### src/rtl/instr_fetch.sv
// rtl/instr_fetch.sv - instruction fetch stage with PC, imem req/ack and valid/ready output; IFETCH_PREFETCH_EN enables a 2-entry prefetch buffer
module instr_fetch #(
  parameter int              AW       = 16,
  parameter int              IW       = 16,
  parameter logic [AW-1:0]   RESET_PC = '0
) (
  input  logic          clk,
  input  logic          rst,
  input  logic          fetch_en,
  output logic          imem_req,
  output logic [AW-1:0] imem_addr,
  input  logic          imem_ack,
  input  logic [IW-1:0] imem_rdata,
  output logic          inst_valid,
  input  logic          inst_ready,
  output logic [IW-1:0] inst_word,
  output logic [AW-1:0] inst_pc,
  output logic [2:0]    opcode,
  output logic          funct,
  input  logic          redirect,
  input  logic [AW-1:0] redirect_pc
);

  // pc is the next address to request; drop_addr holds the old address of a request
  // that a redirect has orphaned so the bus stays stable until its ack arrives
  logic [AW-1:0] pc, pc_nx;
  logic          drop, drop_nx;
  logic [AW-1:0] drop_addr, drop_addr_nx;

  assign imem_addr = drop ? drop_addr : pc;
  assign opcode    = inst_word[IW-1:IW-3];
  assign funct     = inst_word[0];

`ifdef IFETCH_PREFETCH_EN

  logic          req_q, req_nx;
  logic [1:0]    cnt, cnt_nx;
  logic          head, head_nx;
  logic [IW-1:0] fifo_word [2];
  logic [AW-1:0] fifo_pc   [2];
  logic          push, pop;

  assign imem_req   = req_q;
  assign inst_valid = (cnt != 2'd0);
  assign inst_word  = fifo_word[head];
  assign inst_pc    = fifo_pc[head];
  assign push       = req_q & imem_ack & ~drop & ~redirect;
  assign pop        = inst_valid & inst_ready;

  // Next-state: keep (entries + outstanding) <= 2; redirect flushes and retargets the PC
  always_comb begin
    cnt_nx       = cnt + {1'b0, push} - {1'b0, pop};
    head_nx      = head ^ pop;
    pc_nx        = push ? pc + AW'(1) : pc;
    drop_nx      = drop;
    drop_addr_nx = drop_addr;
    req_nx       = req_q;
    if (req_q && imem_ack) begin
      drop_nx = 1'b0;
      req_nx  = fetch_en && (cnt_nx < 2'd2);
    end else if (!req_q) begin
      req_nx  = fetch_en && (cnt_nx < 2'd2);
    end
    if (redirect) begin
      pc_nx   = redirect_pc;
      cnt_nx  = 2'd0;
      head_nx = 1'b0;
      if (req_q && !imem_ack) begin
        req_nx = 1'b1;
        if (!drop) begin
          drop_nx      = 1'b1;
          drop_addr_nx = pc;
        end
      end else if (req_q) begin
        req_nx = 1'b1;
      end else begin
        req_nx = fetch_en;
      end
    end
  end

  // State registers and buffer writes into the tail slot
  always_ff @(posedge clk) begin
    if (rst) begin
      req_q     <= 1'b0;
      cnt       <= 2'd0;
      head      <= 1'b0;
      pc        <= RESET_PC;
      drop      <= 1'b0;
      drop_addr <= '0;
      for (int i = 0; i < 2; i++) begin
        fifo_word[i] <= '0;
        fifo_pc[i]   <= '0;
      end
    end else begin
      req_q     <= req_nx;
      cnt       <= cnt_nx;
      head      <= head_nx;
      pc        <= pc_nx;
      drop      <= drop_nx;
      drop_addr <= drop_addr_nx;
      if (push) begin
        fifo_word[head ^ cnt[0]] <= imem_rdata;
        fifo_pc[head ^ cnt[0]]   <= pc;
      end
    end
  end

`else

  typedef enum logic [1:0] {IDLE, REQ, FULL} state_t;

  state_t        state, state_nx;
  logic [IW-1:0] word_q, word_nx;
  logic [AW-1:0] ipc_q, ipc_nx;

  assign imem_req   = (state == REQ);
  assign inst_valid = (state == FULL);
  assign inst_word  = word_q;
  assign inst_pc    = ipc_q;

  // Next-state: one request at a time, single output buffer, redirect overrides all
  always_comb begin
    state_nx     = state;
    pc_nx        = pc;
    drop_nx      = drop;
    drop_addr_nx = drop_addr;
    word_nx      = word_q;
    ipc_nx       = ipc_q;
    case (state)
      IDLE: if (fetch_en) state_nx = REQ;
      REQ: begin
        if (imem_ack) begin
          drop_nx = 1'b0;
          if (drop || redirect) begin
            state_nx = (fetch_en || redirect) ? REQ : IDLE;
          end else begin
            word_nx  = imem_rdata;
            ipc_nx   = pc;
            pc_nx    = pc + AW'(1);
            state_nx = FULL;
          end
        end else if (redirect && !drop) begin
          drop_nx      = 1'b1;
          drop_addr_nx = pc;
        end
      end
      FULL: if (inst_ready) state_nx = fetch_en ? REQ : IDLE;
      default: state_nx = IDLE;
    endcase
    if (redirect) begin
      pc_nx = redirect_pc;
      if (state != REQ) state_nx = fetch_en ? REQ : IDLE;
    end
  end

  // State register
  always_ff @(posedge clk) begin
    if (rst) begin
      state     <= IDLE;
      pc        <= RESET_PC;
      drop      <= 1'b0;
      drop_addr <= '0;
      word_q    <= '0;
      ipc_q     <= '0;
    end else begin
      state     <= state_nx;
      pc        <= pc_nx;
      drop      <= drop_nx;
      drop_addr <= drop_addr_nx;
      word_q    <= word_nx;
      ipc_q     <= ipc_nx;
    end
  end

`endif

endmodule

### config.mk
export PLATFORM = sky130hd
export DESIGN_NAME = instr_fetch
export DESIGN_NICKNAME = d
export VERILOG_FILES = /design/src/rtl/instr_fetch.sv
export SDC_FILE = /design/constraint.sdc
export NUM_CORES = 1
export LEC_CHECK = 0
export BUFFER_PORTS_ARGS = -buffer_cell sky130_fd_sc_hd__buf_2
export CAP_MARGIN = 25
export CORE_UTILIZATION = 46
export DETAILED_ROUTE_END_ITERATION = 6
export PLACE_DENSITY = 0.76
export SYNTH_ARGS = -nofsm -noshare
export SYNTH_HDL_FRONTEND = slang
export SYNTH_SLANG_ARGS = --single-unit
### constraint.sdc
create_clock -name clk -period 1.9 [get_ports clk]
set_input_delay 0.57 -clock clk [delete_from_list [all_inputs] [get_ports clk]]
set_output_delay 0.57 -clock clk [all_outputs]
set_load 0.01 [all_outputs]
==> qor.csv <==
stage;metric;value;unit
status;outcome;finished, violations left;
status;violations;setup timing;
clocking;numCtsBuffers;9;
clocking;clockBufferDepth;2;
placed_design;pre_cts_slack;-0.0690;ns
synthesis;synth_top_area_cell;dfxtp_1;
die;die_h;82.5;µm
finish;nets;494;
timing;slew_violations;0;
placed_design;gp_congestion;0.850;
power_and_ir_drop;seqPwrFrac;0.429;
placed_design;dp_cells;514;
critical_path;reg2reg_from;pc[1];
synthesis;syn_nets;397;
die;rows;28;
synthesis;async_flop_share;0;
routing;routed_wirelength;7950;µm
placed_design;dp_hpwl;5180;µm
clocking;cts-root-buf;clkbuf_8;
synthesis;synth.top_cell.area_share;0.450;
synthesis;synth_edf_count;0;
timing;fin_ws;-0.00201;ns
synthesis;synth.most_common_cell;nand2_1;
timing;fin_setup_tns;-0.00384;ns
timing;fin_crit;1.90;ns
synthesis;synth_cell_type_count;43;
global_route;antenna_found_initial;0;
critical_path;ff2ff_setup_slack;0.08;ns
routing;vias_per_cell;5.39;
synthesis;syn_inst;358;
global_route;grt.total_usage;0.226;
global_route;grt_pass1_vias;2455;
flow_run;maxCapViolations;0;
critical_path;end_kind;primary output;
clocking;clock_sinks;67;
critical_path;arrival;1.33;ns
placed_design;io_buffers;91;
hold_path;hp-class;reg -> reg;
synthesis;synth-seq-area-share;0.450;
timing;finalCritPeriodShare;1.00;
clocking;cts_tree;built;
power_and_ir_drop;p_leak;1.83;nW
power_and_ir_drop;comb_power_share;0.137;
routing;wl_per_cell;14.9;µm
global_route;grt_max_degree;46;
routing;dr.pass1.iters;4;
global_route;overflow;0;
finish;areaGrowthSynthToFinish;37.4;%
synthesis;yosysWarnings;0;
timing;fin_hold_ws;0.450;ns
finish;fin_cells;535;
power_and_ir_drop;clkPwrFrac;0.434;
clocking;clkLatencyLatePin;0.34;ns
power_and_ir_drop;internal_power;2.65;mW
critical_path;r2r_end;pc[10];
finish;fillers;522;
clocking;clkSlewWorstSetupHoldPaths;0.07;ns
global_route;grt_pass1_wl;11500;µm
finish;antenna_cells;0;
die;io_pins;92;
timing;hold_viol;0;
power_and_ir_drop;p_sw;0.856;mW
power_and_ir_drop;pwr_density_cell;856;mW/mm²
critical_path;critPathKind;reg -> out;
synthesis;ys_ff_latch;67;
timing;setup_viol;2;
routing;drt_iter0_drc;177;
timing;rsz0062_at_grt;true;
hold_path;hold_end;inst_pc[0];
routing;num_vias;2885;
hold_path;holdPathStages;2;
clocking;h-tree-depth;3;
critical_path;crit_fanout;7;
power_and_ir_drop;swShare;0.244;
routing;ant_nets;0;
finish;drive_gt1_frac;0.352;
synthesis;ys.flop_type;dfxtp_1;
synthesis;synth_commonest_cells;80 x nand2_1, 67 x dfxtp_1, 37 x nor2_1, 34 x a21oi_1, 24 x clkbuf_1;
synthesis;synth_area;0.00298;mm²
timing;slew_headroom;0.706;
timing;finClkSkew;0.00631;ns
timing;fmax;526;MHz
die;dieArea;0.00680;mm²
die;fp.dieW;82.5;µm
timing;tightest_slew;0.430;ns
die;core_area;0.00610;mm²
hold_path;min_from;inst_pc[0];
synthesis;avgSynthCellArea;8.32;µm²
power_and_ir_drop;peakVddDrop;0.505;mV
critical_path;worstPathRequired;1.33;ns
die;start_util;0.489;
critical_path;reg2reg_depth;5;
critical_path;startpoint_type;register;
synthesis;yosys-top-cells-area;dfxtp_1 45%, nand2_1 10%, mux2i_1 6.1%, a21oi_1 5.7%, nor2_1 4.7%;
routing;drc_errors;0;
## repair_timing
| item | CTS | global route |
|---|---|---|
| buffers inserted | 2 | 2 |
| hold buffers | 0 | 0 |
| endpoints found under the setup margin | 14 | 16 |
| gates resized for setup | 9 | 33 |
| gates cloned | 0 | 1 |
| hold endpoints to repair | 0 | 0 |
## kinds of logic after synthesis
kind of cell / synth area share
compound gates: 0.129
mux: 0.106
fa+ha+maj: 0.00420
xor+xnor: 0.0265
simple gates: 0.221
flops: 0.450
buf+inv: 0.0639
## through the flow
step / total power, mW / area (µm²) / utilization
after floorplan: 1.76 / 2980 / -
after detailed placement: 1.93 / 3600 / 0.591
after CTS: 3.45 / 3910 / 0.641
after global placement: 1.92 / 3600 / 0.591
after global routing: 3.62 / 4090 / 0.671
final: 3.50 / 4090 / 0.671
## power groups by stage
| stage | clock [mW] | combinational (mW) | sequential [mW] |
|---|---|---|---|
| 6_report | 1.52 | 0.478 | 1.50 |
| 5_1_grt | 1.60 | 0.517 | 1.51 |
| 4_1_cts | 1.54 | 0.417 | 1.50 |
| 3_5_place_dp | 0 | 0.399 | 1.53 |
| 3_3_place_gp | 0 | 0.392 | 1.53 |
| 2_1_floorplan | 0 | 0.237 | 1.52 |
## per-layer routing
metal | track usage | up-vias | wire [µm]
li1 | - | 1402 | -
met1 | 0.295 | 1366 | 3400
met2 | 0.363 | 106 | 3890
met3 | 0.0473 | 11 | 580
met4 | 0.0877 | 0 | 76
met5 | 0 | - | 0
## state kept, by name, indices dropped and copies added, names as in the netlist
| name | flops |
|---|---|
| pc | 16 |
| state | 2 |
| inst_pc | 16 |
| drop_addr | 16 |
| inst_word | 16 |
| drop | 1 |
## placed cells by master, fill, tap and decap left out, drive strengths merged, types with 2 or more instances in the layout
| cell type | n |
|---|---|
| mux2 | 12 |
| a311oi | 4 |
| mux2i | 18 |
| clkbuf | 12 |
| a21oi | 34 |
| nor3 | 3 |
| nand3 | 4 |
| nand4 | 5 |
| inv | 9 |
| bufinv | 3 |
| or4 | 2 |
| nor2b | 3 |
| dfxtp | 67 |
| xnor2 | 6 |
| nor4 | 6 |
| nand2 | 80 |
| a211oi | 10 |
| nor2 | 37 |
| buf | 119 |
| o21ai | 6 |
| xor2 | 3 |
## worst max-delay path: stages, from the launching register on
cell and delay, ns:
dfxtp_4 0.41, buf_12 0.15, mux2_4 0.31, buf_6 0.12
## final cells by class
type / count / area (µm²) / share of cell area
tap: 75 / 93.8 / 0.0229
clock buffer: 11 / 151 / 0.0370
clock inverter: 5 / 108 / 0.0263
multi-input combinational: 249 / 1520 / 0.371
sequential: 67 / 1350 / 0.329
timing repair buffer: 120 / 843 / 0.206
inverter: 8 / 30.0 / 0.00734
## worst max-delay path by stage
stage                                to  slack [ns]     start
after floorplan                  pc[10]       -0.04  imem_ack
after global placement           pc[10]       -0.04  imem_ack
after detailed placement         pc[10]       -0.07  imem_ack
after CTS                 imem_addr[15]       -0.03      drop
after global routing       imem_addr[7]       -0.04      drop
final                      imem_addr[7]      -0.002      drop
Power figures use the tool's default switching activity.
